--- config.mk ---
export PLATFORM = sky130hd
export DESIGN_NAME = led_sweep_ctrl_flat
export DESIGN_NICKNAME = d
export VERILOG_FILES = /design/src/rtl/led_sweep_ctrl_if.sv /design/src/rtl/led_sweep_ctrl.sv /design/src/flat_wrapper.sv
export SDC_FILE = /design/constraint.sdc
export NUM_CORES = 1
export LEC_CHECK = 0
export ABC_CLOCK_PERIOD_IN_PS = 2600
export CELL_PAD_IN_SITES_DETAIL_PLACEMENT = 2
export CELL_PAD_IN_SITES_GLOBAL_PLACEMENT = 2
export CORE_MARGIN = 2
export CORE_UTILIZATION = 37
export DETAILED_ROUTE_END_ITERATION = 8
export GPL_ROUTABILITY_DRIVEN = 0
export PLACE_DENSITY_LB_ADDON = 0.1
export SYNTH_ARGS = -nofsm -noshare
export SYNTH_HDL_FRONTEND = slang
export SYNTH_SLANG_ARGS = --single-unit
--- constraint.sdc ---
create_clock -name clk -period 2.6 [get_ports clk]
set_clock_uncertainty 0.15 [all_clocks]
set_input_delay 0.65 -clock clk [delete_from_list [all_inputs] [get_ports clk]]
set_output_delay 0.65 -clock clk [all_outputs]
set_load 0.01 [all_outputs]
--- src/rtl/led_sweep_ctrl_if.sv ---
// Button input and LED/mode outputs shared between the sweep controller and its environment.
interface led_sweep_ctrl_if;
    logic       btn;
    logic [7:0] led;
    logic [1:0] mode;

    // Environment side: drives the raw button, observes LEDs and mode.
    modport master (
        output btn,
        input  led,
        input  mode
    );

    // Controller side.
    modport slave (
        input  btn,
        output led,
        output mode
    );
endinterface

--- src/rtl/led_sweep_ctrl.sv ---
// Mode-sequenced 8-LED sweep: debounced button steps the mode FSM, which schedules a
// bouncing position counter and per-channel brightness into an 8-channel PWM.
module led_sweep_ctrl #(
    parameter int unsigned CTR_WIDTH     = 24,
    parameter int unsigned PWM_BITS      = 10,
    parameter int unsigned DEBOUNCE_BITS = 16
) (
    input  logic            clk,
    input  logic            rst_n,
    led_sweep_ctrl_if.slave sweep_if
);
    localparam int unsigned NUM_LED = 8;
    localparam logic [PWM_BITS-1:0]      PWM_MAX = {PWM_BITS{1'b1}};
    localparam logic [DEBOUNCE_BITS-1:0] DB_MAX  = {DEBOUNCE_BITS{1'b1}};

    typedef enum logic [1:0] {
        MODE_SWEEP   = 2'd0,
        MODE_BREATHE = 2'd1,
        MODE_HOLD    = 2'd2,
        MODE_OFF     = 2'd3
    } mode_e;

    logic                     r_sync1;
    logic                     r_sync2;
    logic                     r_accepted;
    logic                     r_press;
    logic [DEBOUNCE_BITS-1:0] r_db_cnt;
    mode_e                    r_mode;
    mode_e                    w_mode_nxt;
    logic [CTR_WIDTH-1:0]     r_ctr;
    logic                     r_dir;
    logic [PWM_BITS-1:0]      r_pwm_ctr;
    logic [PWM_BITS-1:0]      r_b     [NUM_LED];
    logic [PWM_BITS-1:0]      w_b_nxt [NUM_LED];
    logic [NUM_LED-1:0]       r_led;
    logic [2:0]               w_seg;
    logic [PWM_BITS-1:0]      w_frac;
    logic [PWM_BITS-1:0]      w_breathe;

    assign w_seg     = r_ctr[CTR_WIDTH-1 -: 3];
    assign w_frac    = r_ctr[CTR_WIDTH-4 -: PWM_BITS];
    assign w_breathe = r_ctr[CTR_WIDTH-1 -: PWM_BITS];

    // Two-flop synchronizer for the asynchronous button.
    always_ff @(posedge clk or negedge rst_n) begin
        if (!rst_n) begin
            r_sync1 <= 1'b0;
            r_sync2 <= 1'b0;
        end else begin
            r_sync1 <= sweep_if.btn;
            r_sync2 <= r_sync1;
        end
    end

    // Debounce: accept the synced level after a full window of disagreement; pulse on accepted rise.
    always_ff @(posedge clk or negedge rst_n) begin
        if (!rst_n) begin
            r_db_cnt   <= '0;
            r_accepted <= 1'b0;
            r_press    <= 1'b0;
        end else begin
            r_press <= 1'b0;
            if (r_sync2 == r_accepted) begin
                r_db_cnt <= '0;
            end else if (r_db_cnt == DB_MAX) begin
                r_db_cnt   <= '0;
                r_accepted <= r_sync2;
                r_press    <= r_sync2;
            end else begin
                r_db_cnt <= r_db_cnt + 1'b1;
            end
        end
    end

    // Mode state register.
    always_ff @(posedge clk or negedge rst_n) begin
        if (!rst_n) begin
            r_mode <= MODE_SWEEP;
        end else begin
            r_mode <= w_mode_nxt;
        end
    end

    // Mode next-state: a press steps through the fixed ring.
    always_comb begin
        w_mode_nxt = r_mode;
        if (r_press) begin
            unique case (r_mode)
                MODE_SWEEP:   w_mode_nxt = MODE_BREATHE;
                MODE_BREATHE: w_mode_nxt = MODE_HOLD;
                MODE_HOLD:    w_mode_nxt = MODE_OFF;
                MODE_OFF:     w_mode_nxt = MODE_SWEEP;
            endcase
        end
    end

    // Bouncing position counter; the turnaround lands one count past the segment edge.
    always_ff @(posedge clk or negedge rst_n) begin
        if (!rst_n) begin
            r_ctr <= '0;
            r_dir <= 1'b0;
        end else begin
            unique case (r_mode)
                MODE_SWEEP, MODE_BREATHE: begin
                    r_ctr <= r_dir ? (r_ctr - 1'b1) : (r_ctr + 1'b1);
                    if ((w_seg == 3'd7) && !r_dir) begin
                        r_dir <= 1'b1;
                    end else if ((w_seg == 3'd0) && r_dir) begin
                        r_dir <= 1'b0;
                    end
                end
                MODE_HOLD: begin
                end
                MODE_OFF: begin
                    r_ctr <= '0;
                    r_dir <= 1'b0;
                end
            endcase
        end
    end

    // Per-channel brightness: cross-fade around the current segment, uniform ramp, or dark.
    always_comb begin
        for (int i = 0; i < int'(NUM_LED); i++) begin
            w_b_nxt[i] = '0;
            unique case (r_mode)
                MODE_BREATHE: w_b_nxt[i] = w_breathe;
                MODE_OFF:     w_b_nxt[i] = '0;
                default: begin
                    if ({1'b0, w_seg} == 4'(i)) begin
                        w_b_nxt[i] = PWM_MAX;
                    end else if ({1'b0, w_seg} == 4'(i - 1)) begin
                        w_b_nxt[i] = w_frac;
                    end else if ({1'b0, w_seg} == 4'(i + 1)) begin
                        w_b_nxt[i] = PWM_MAX - w_frac;
                    end
                end
            endcase
        end
    end

    // Brightness registers.
    always_ff @(posedge clk or negedge rst_n) begin
        if (!rst_n) begin
            for (int i = 0; i < int'(NUM_LED); i++) begin
                r_b[i] <= '0;
            end
        end else begin
            for (int i = 0; i < int'(NUM_LED); i++) begin
                r_b[i] <= w_b_nxt[i];
            end
        end
    end

    // Free-running PWM counter and registered LED compare.
    always_ff @(posedge clk or negedge rst_n) begin
        if (!rst_n) begin
            r_pwm_ctr <= '0;
            r_led     <= '0;
        end else begin
            r_pwm_ctr <= r_pwm_ctr + 1'b1;
            for (int i = 0; i < int'(NUM_LED); i++) begin
                r_led[i] <= (r_pwm_ctr < r_b[i]);
            end
        end
    end

    assign sweep_if.led  = r_led;
    assign sweep_if.mode = r_mode;
endmodule
--- src/flat_wrapper.sv ---
// flat-port wrapper written by rule: the top's interface ports become plain ports
module led_sweep_ctrl_flat 
#(
    parameter int unsigned CTR_WIDTH     = 24,
    parameter int unsigned PWM_BITS      = 10,
    parameter int unsigned DEBOUNCE_BITS = 16
)
  (clk, rst_n, sweep_if_btn, sweep_if_led, sweep_if_mode);
  led_sweep_ctrl_if sweep_if_i ();
  input  logic clk;
  input  logic rst_n;
  input wire logic [$bits(sweep_if_i.btn)-1:0] sweep_if_btn;
  output wire logic [$bits(sweep_if_i.led)-1:0] sweep_if_led;
  output wire logic [$bits(sweep_if_i.mode)-1:0] sweep_if_mode;
  assign sweep_if_i.btn = sweep_if_btn;
  assign sweep_if_led = sweep_if_i.led;
  assign sweep_if_mode = sweep_if_i.mode;
  led_sweep_ctrl #(.CTR_WIDTH(CTR_WIDTH), .PWM_BITS(PWM_BITS), .DEBOUNCE_BITS(DEBOUNCE_BITS)) u_core (.clk(clk), .rst_n(rst_n), .sweep_if(sweep_if_i));
endmodule
Word-level counts from Yosys, hierarchy flattened
Cells that the tools add are included.

Register bits: 145. Input bits: 3. Output and inout bits: 10. Word-level logic and storage cells: 94.

Add/sub/neg operators: 5. Magnitude comparators: 8. Equal/unequal tests: 13. Mux-type cells: 40. Bitwise operators: 1. Reductions and logical operators: 9.

Operators by type and width (count): $mux W10 (22); $pmux W10 S2 (8); $lt A10 B10 Y1 (8); $pmux W24 S2 (1); $mux W16 (2); $add A24 B1 Y24 const B (1); $mux W24 (1); $sub A24 B1 Y24 const B (1); $add A16 B1 Y16 const B (1); $eq A16 B16 Y1 const B (1); $eq A3 B3 Y1 const B (4); $add A10 B1 Y10 const B (1); $sub A10 B10 Y10 const A (1); $pmux W2 S4 (1); $eq A3 B2 Y1 const B (2); $eq A2 B2 Y1 const B (2); $mux W1 (4); $reduce_and A2 Y1 (2); $eq A3 B1 Y1 const B (1); $logic_not A3 Y1 (1); $ne A3 B1 Y1 const B (1); $eq A2 B1 Y1 const B (1); $logic_and A1 B1 Y1 (2); $logic_not A2 Y1 (1); other kinds (6) (6).

Logic depth before layout (Yosys ltp)
Gate-level depths: netlist of run 1.

Depth after elaboration: 5. Depth in mapped cells: 8. Depth with buffers taken out: 7.

Worst setup path after synthesis of run 1
Ideal clock, no wire load.

Path type: reg2reg. From: reg u_core.r_dir. To: reg u_core.r_ctr[20]. Setup time: 0.122 ns. Data arrival time: 2.634 ns. Required time: 2.328 ns. Setup slack: -0.306 ns. Stages on the path, launching flop included: 9. Buffers on the path: 1. Clock period less this slack: 2.906 ns. Path through: dfrtp_1 ha_1 buf_6 a21o_1 a31o_1 a221oi_4 o21bai_1 or3_1 a32o_1.

Word-level cells in the longest chain between the ends: 2.

RTL lines: start: declaration (line led_sweep_ctrl.sv:31) `logic r_dir;`; start signal: assignment (line led_sweep_ctrl.sv:101) `r_dir <= 1'b0;`; start signal: assignment (line led_sweep_ctrl.sv:107) `r_dir <= 1'b1;`; start signal: assignment (line led_sweep_ctrl.sv:109) `r_dir <= 1'b0;`; $mux W24 (line led_sweep_ctrl.sv:105) `r_ctr <= r_dir ? (r_ctr - 1'b1) : (r_ctr + 1'b1);`; $pmux W24 S2 (line led_sweep_ctrl.sv:103) `unique case (r_mode)`; end signal: assignment (line led_sweep_ctrl.sv:105); end: declaration (line led_sweep_ctrl.sv:30) `logic [CTR_WIDTH-1:0] r_ctr;`.

Every way passes these cells. A chain may end at the register's enable or synchronous reset.

Worst setup path in the final report of run 1
From: reg u_core.r_dir. To: reg u_core.r_ctr[21].

Same word-level chain as after synthesis.

==> metrics.csv, run 1 <==
stage,metric,value,unit
run_status,status,"complete, but fails checks",
run_status,failing checks,setup timing,
logic_synthesis,Post-Syn Nets,1037,
power_and_ir_drop,Max VDD drop,0.3381,mV
sta,final worst slack,-162.2,ps
cells_and_area,layout cells sized above 1,17.06,%
floorplanning,Die W,158.3,microns
logic_synthesis,Syn Inst Count,932,
worst_setup_path,"Slowest-stage cell, CP",dfrtp_4,
floorplanning,die height,158.3,microns
logic_synthesis,Seq cells post-synth,145,
worst_setup_path,"Critical Path, Cell by Cell","clkbuf_16, ha_1, o21ai_1, nor2b_1, o31ai_1, or3_1, a32o_1",
sta,Worst-Margin Slew,645.2,ps
floorplanning,row count,56,
drt,drt wl/cell,21.74,microns
global_route,first-pass GRT wire length,46.42,mm
worst_setup_path,CP startpoint kind,flip-flop,
sta,Worst slew margin,56.99,%
floorplanning,CORE AREA,23400,sq um
logic_synthesis,sequential cell area fraction in the yosys report,41.20,%
floorplanning,die area,25050,sq um
global_route,total grt overflow,0,
power_and_ir_drop,leakage power,4.942,nW
cts,H-tree levels,4,
logic_synthesis,Synth cell types,61,
drt,Via Count,7368,
sta,f_max,362.0,MHz
sta,setup violators final,8,
cts,CTS Buf Count,17,
global_route,all-layer global routing usage,24.19,%
logic_synthesis,async set-reset flop share out of synthesis,100.0,%
drt,vias per inst,5.478,
logic_synthesis,Syn Area/Cell,9.448,sq um
logic_synthesis,synth warn,0,
drt,Post-route DRC,0,
floorplanning,initial core utilization,37.63,%
sta,Max Slew Vio Count,0,
worst_setup_path,CP required,2770,ps
worst_setup_path,kind of critical path,reg2reg,
cells_and_area,post-synthesis to final-layout area growth,22.58,%
drt,Routed Antenna Nets,0,
drt,Pre-antenna DRT Iters,4,
drt,Initial DRC Count,311,
cts,clk_lat worst skew,440,ps
sta,Final Hold Violating Endpoints,0,
worst_setup_path,"Max FO, Critical Path",8,
global_route,vias in the first global route,8311,
flow_run,Max-Cap Viols,0,
logic_synthesis,Post-Syn Area,8806,sq um
cells_and_area,"Net count, final",1119,
cts,Root Buffer,clkbuf_16,
placement,placed cell count,1305,
cts,Worst-path clk slew,70,ps
cts,CTS tree,yes,
logic_synthesis,Post-synth EDFFs,0,
sta,unrepaired setup endpoints after global routing,true,
global_route,largest net degree at the start of global routing,47,
sta,final hold slack,216.8,ps
logic_synthesis,Synth Flop Type,dfrtp_1,
floorplanning,I/O pin cnt,13,
cts,Clock Tree Buf Depth,2,
worst_setup_path,Critical Path End Type,flip-flop,
sta,Period minus WS final,2762,ps
cells_and_area,ANT cells,0,
drt,drt total wl,29.25,mm
sta,fin crit share,106.2,%
cts,clock sinks,145,
placement,HPWL Detailed,20.69,mm
power_and_ir_drop,Design Power,4.915,mW
global_route,initial antenna violation count,0,
worst_setup_path,"Arr. time, crit path",2940,ps
hold_path,min-delay worst type,reg2reg,
worst_setup_path,r2r setup slk,-160,ps
cells_and_area,Post-Layout Cell Count,1345,
worst_setup_path,Worst path max stage delay,570,ps
power_and_ir_drop,Cell Pwr Density,455.3,nW/um^2
placement,port buffer count,12,
## cell families (layout without fill, tap and decap cells)
logic type,count (synthesis),count (layout),share of synthesized area [%]
simple gates,231,231,12.48
mux,11,11,1.321
fa+ha+maj,102,102,14.58
buf+inv,118,212,5.144
compound gates,273,273,20.11
xor+xnor,52,52,5.172
flops,145,145,41.20
## layer usage
metal	track usage [%]	share of wire, %	up-vias
li1	-	-	3446
met1	30.66	45	3778
met2	43.58	51	103
met3	3.212	2.1	41
met4	6.049	2.1	0
met5	0	0	-
## cell usage in the layout (no fill, tap or decap), types with 12 or more instances in the layout
cell,instances
clkbuf_16,18
dfrtp_1,144
nor3_1,13
xor2_1,19
inv_1,83
nor2_1,60
o21ai_0,104
buf_4,78
a21o_1,46
xnor2_1,32
nand3_1,19
nand2b_1,12
ha_1,88
nand2_1,67
a21oi_1,36
## what timing repair did
action / CTS / global route
buffers inserted: 1 / 6
pin swaps: 6 / 22
setup endpoints to repair: 10 / 15
hold buffers: 1 / 0
endpoints found under the hold margin: 32 / 0
resized for setup: 17 / 39
cloned: 0 / 1
## stage by stage
step                area (sq um)  worst slack, ps  TNS, ps  utilization, %
floorplan                   8875           -1.684   -1.684               -
global placement            9869           -36.77   -107.8           42.17
detailed placement          9869           -159.9   -717.6           42.17
CTS                        10560           -100.9   -558.0           45.13
global route               10790           -259.2    -1549           46.12
finish                     10790           -162.2   -663.3           46.12
## critical path, delay by kind of cell, from the launching register on
kind                     cells  cell delay, ps
AO/OA/AOI/OAI                3             690
adder cells (fa/ha/maj)      1             380
buffers and inverters        1             210
flip-flops                   1             570
AND/OR/NAND/NOR              2             650
## path summary, 6_finish.rpt
| path | startpoint | depth (start not counted) | endpoint |
|---|---|---|---|
| hold / removal | u_core.r_sync1 | 0 | u_core.r_sync2 |
| setup / recovery | u_core.r_dir | 7 | u_core.r_ctr[21] |
| min in group asynchronous | rst_n | 2 | u_core.r_b[14] |
| setup reg to reg | u_core.r_dir | 7 | u_core.r_ctr[21] |
| hold reg to reg | u_core.r_sync1 | 0 | u_core.r_sync2 |
| max in group asynchronous | rst_n | 3 | u_core.r_b[6] |
## sequential cells by signal, summed over array words and instances, names as in the netlist, 2 cells and up
register,count
u_core.r_b,80
u_core.r_ctr,24
u_core.r_db_cnt,16
u_core.r_pwm_ctr,10
u_core.sweep_if.led,8
u_core.sweep_if.mode,2
## area by class of cell
| cell class | instances | area (sq um) |
|---|---|---|
| well taps | 319 | 399.1 |
| clock buffers | 19 | 452.9 |
| multi-input cells | 669 | 5016 |
| clock inverters | 12 | 146.4 |
| fillers | 2526 | 12610 |
| flip-flops and latches | 145 | 3632 |
| inverters | 83 | 311.5 |
| repair buffers | 98 | 835.8 |
## synthesized netlist by cell type, types with 8 or more instances
library cell / number / area [sq um]
dfrtp_1: 145 / 3628
nor3_1: 14 / 70.07
clkbuf_1: 32 / 120.1
xnor2_1: 32 / 280.3
o21ai_0: 110 / 550.5
nand3_1: 21 / 105.1
and3_1: 8 / 50.05
a31oi_1: 9 / 56.30
nor2_1: 61 / 229.0
nand2b_1: 13 / 81.33
nand2_1: 70 / 262.8
nor2b_1: 11 / 68.82
a21oi_1: 40 / 200.2
inv_1: 83 / 311.6
xor2_1: 20 / 175.2
a21o_1: 46 / 345.3
ha_1: 101 / 1264
a211oi_1: 9 / 67.56
mux2i_1: 9 / 90.09
## where the power goes
group	total [mW]	switching, mW	internal (mW)
logic	0.0691	0.0546	0.0145
clock network	2.58	1.10	1.48
registers	2.27	0.00472	2.26
(Power assumes the default switching activity.)
==> run 2: changes to the inputs <==
--- a/config.mk
+++ b/config.mk
@@ -8,8 +8,10 @@
 export ABC_CLOCK_PERIOD_IN_PS = 2600
 export CELL_PAD_IN_SITES_DETAIL_PLACEMENT = 2
 export CELL_PAD_IN_SITES_GLOBAL_PLACEMENT = 2
+export CORE_ASPECT_RATIO = 0.6
 export CORE_MARGIN = 2
 export CORE_UTILIZATION = 37
+export CTS_CLUSTER_DIAMETER = 150
 export DETAILED_ROUTE_END_ITERATION = 8
 export GPL_ROUTABILITY_DRIVEN = 0
 export PLACE_DENSITY_LB_ADDON = 0.1
==> metrics.csv, run 2 (synthesis gave the netlist of run 1 again) <==
stage,metric,value,unit,change
run_status,status,"complete, but fails checks",,
run_status,failing checks,setup timing,,
sta,Worst-Margin Slew,726.0,ps,+80.89 ps
power_and_ir_drop,Pint,3.757,mW,about the same
floorplanning,CORE AREA,23240,sq um,-0.68%
sta,Fin Setup TNS,-1060,ps,-397.1 ps
sta,setup violators final,12,,+4
sta,Max Slew Vio Count,0,,unchanged
cells_and_area,most frequent cells in the layout,"dfrtp_1 (140), buf_4 (110), o21ai_0 (104), ha_1 (88), inv_1 (83)",,
floorplanning,die area,25090,sq um,+0.17%
cts,CTS Buf Count,17,,unchanged
drt,vias per inst,5.613,,+2.5%
global_route,all-layer global routing usage,26.54,%,+2.3 points
sta,fin crit share,106.3,%,about the same
floorplanning,die height,123.5,microns,-22%
drt,Via Count,7706,,+4.6%
sta,unrepaired setup endpoints after global routing,true,,
sta,Final Hold Violating Endpoints,0,,unchanged
power_and_ir_drop,Max VDD drop,0.4741,mV,+40%
sta,Worst slew margin,51.42,%,-5.6 points
cells_and_area,post-synthesis to final-layout area growth,25.93,%,
cells_and_area,Reg with most FFs,u_core.r_b,,
drt,Post-route DRC,0,,unchanged
power_and_ir_drop,Gate power share,1.5,%,about the same
hold_path,min-delay worst type,in2async,,
placement,HPWL Detailed,23.49,mm,+14%
cts,clock sinks,145,,unchanged
cells_and_area,fillcell total,2498,,-1.1%
cts,H-tree levels,4,,unchanged
cts,"Hold-fix buffers, CTS",0,,-1
cells_and_area,Post-Layout Cell Count,1373,,+2.1%
cts,clk_lat worst skew,440,ps,about the same
power_and_ir_drop,P_sw,1.145,mW,-1.0%
flow_run,Max-Cap Viols,0,,unchanged
worst_setup_path,CP required,2770,ps,about the same
floorplanning,Die W,203.2,microns,+28%
global_route,largest net degree at the start of global routing,47,,unchanged
power_and_ir_drop,Cell Pwr Density,442.1,nW/um^2,-2.9%
worst_setup_path,kind of critical path,reg2reg,,
cells_and_area,final core occ,47.71,%,+1.6 points
cells_and_area,"Net count, final",1150,,+2.8%
drt,drt wl/cell,23.63,microns,+8.7%
global_route,initial antenna violation count,1,,+1
cts,CTS tree,yes,,
placement,port buffer count,12,,unchanged
power_and_ir_drop,Clk pwr share,52.3,%,-0.2 points
placement,Setup WS pre-CTS,-293.3,ps,-133.4 ps
global_route,total grt overflow,0,,unchanged
sta,f_max,361.9,MHz,about the same
floorplanning,I/O pin cnt,13,,unchanged
drt,drt total wl,32.45,mm,+11%
worst_setup_path,"Max FO, Critical Path",8,,unchanged
global_route,first-pass GRT wire length,49.96,mm,+7.6%
power_and_ir_drop,Design Power,4.903,mW,-0.25%
placement,placed cell count,1328,,+1.8%
worst_setup_path,"Arr. time, crit path",2930,ps,about the same
drt,Pre-antenna DRT Iters,5,,+1
cts,Clock Tree Buf Depth,2,,unchanged
cells_and_area,"commonest non-fill, non-tap cell in the layout",dfrtp_1,,
power_and_ir_drop,leakage power,5.093,nW,+3.1%
drt,Routed Antenna Nets,0,,unchanged
cells_and_area,layout cells sized above 1,20.51,%,+3.5 points
worst_setup_path,Critical Path End Type,flip-flop,,
floorplanning,initial core utilization,37.89,%,+0.26 points
cts,Worst-path clk slew,70,ps,about the same
cells_and_area,ANT cells,0,,unchanged
drt,Initial DRC Count,312,,+0.32%
cells_and_area,biggest regs,"u_core.r_b x80, u_core.r_ctr x24, u_core.r_db_cnt x16",,
worst_setup_path,CP startpoint kind,flip-flop,,
sta,final worst slack,-163.2,ps,-1.003 ps
sta,Period minus WS final,2763,ps,+1.003 ps
cts,Root Buffer,clkbuf_16,,
cells_and_area,max FFs per register,80,,unchanged
global_route,vias in the first global route,8391,,+0.96%
power_and_ir_drop,Reg power frac,46.2,%,about the same
power_and_ir_drop,Net Sw Frac,23.36,%,-0.18 points
floorplanning,row count,43,,-23%
-- run 2: layout make-up --
cell class | instances | area [sq um] | area share, %
clock buffer | 19 | 452.9 | 4.084
clock inverter | 13 | 150.1 | 1.354
inverter | 83 | 311.5 | 2.809
multi-input combinational | 669 | 5074 | 45.75
sequential | 145 | 3637 | 32.80
tap | 315 | 394.1 | 3.554
timing repair buffer | 129 | 1070 | 9.647
-- run 2: worst paths after layout --
| path | startpoint | endpoint | slack (ps) | cells past startpoint |
|---|---|---|---|---|
| worst max register to register | u_core.r_dir | u_core.r_ctr[14] | -160 | 8 |
| max in group asynchronous | rst_n | u_core.r_pwm_ctr[5] | 1630 | 2 |
| worst max-delay path | u_core.r_dir | u_core.r_ctr[14] | -160 | 8 |
| worst min-delay path | rst_n | u_core.r_db_cnt[13] | 10 | 1 |
| worst min register to register | u_core.r_sync1 | u_core.r_sync2 | 200 | 0 |
| min in group clk | u_core.r_sync1 | u_core.r_sync2 | 200 | 0 |
-- run 2: through the flow --
| stage | hold slack (ps) | area [sq um] |
|---|---|---|
| 2_1_floorplan | 181.2 | 8875 |
| 6_report | 11.86 | 11090 |
| 5_1_grt | 30.00 | 11090 |
| 4_1_cts | 14.06 | 10920 |
| 3_3_place_gp | 191.5 | 10070 |
| 3_5_place_dp | 190.5 | 10070 |
-- run 2: layer usage --
| metal | part of all wire, % | global-route usage (%) | wire, microns |
|---|---|---|---|
| met3 | 3.6 | 4.533 | 1175 |
| met2 | 45 | 42.06 | 14720 |
| met4 | 1.3 | 5.976 | 411 |
| met5 | 0 | 0 | 0 |
| met1 | 50 | 38.02 | 16140 |
-- run 2: repair_timing --
| action | in CTS | in global routing |
|---|---|---|
| resized for setup | 36 | 35 |
| setup endpoints to repair | 12 | 16 |
| pin swaps | 11 | 12 |
| buffers inserted | 11 | 2 |
-- run 2: critical path, cell delays in order (launching register included) --
cell	delay (ps)
dfrtp_4	560
buf_4	180
ha_4	250
a21o_1	180
a221oi_4	380
or3_4	250
a21oi_4	70
or3_1	330
a32o_2	290
-- run 2: power groups by stage --
stage,sequential (mW),clock [mW],combinational [mW]
floorplan,2.31,0,0.00983
global placement,2.31,0,0.0715
detailed placement,2.31,0,0.0763
CTS,2.27,2.62,0.0765
global route,2.26,2.72,0.0825
finish,2.27,2.57,0.0717
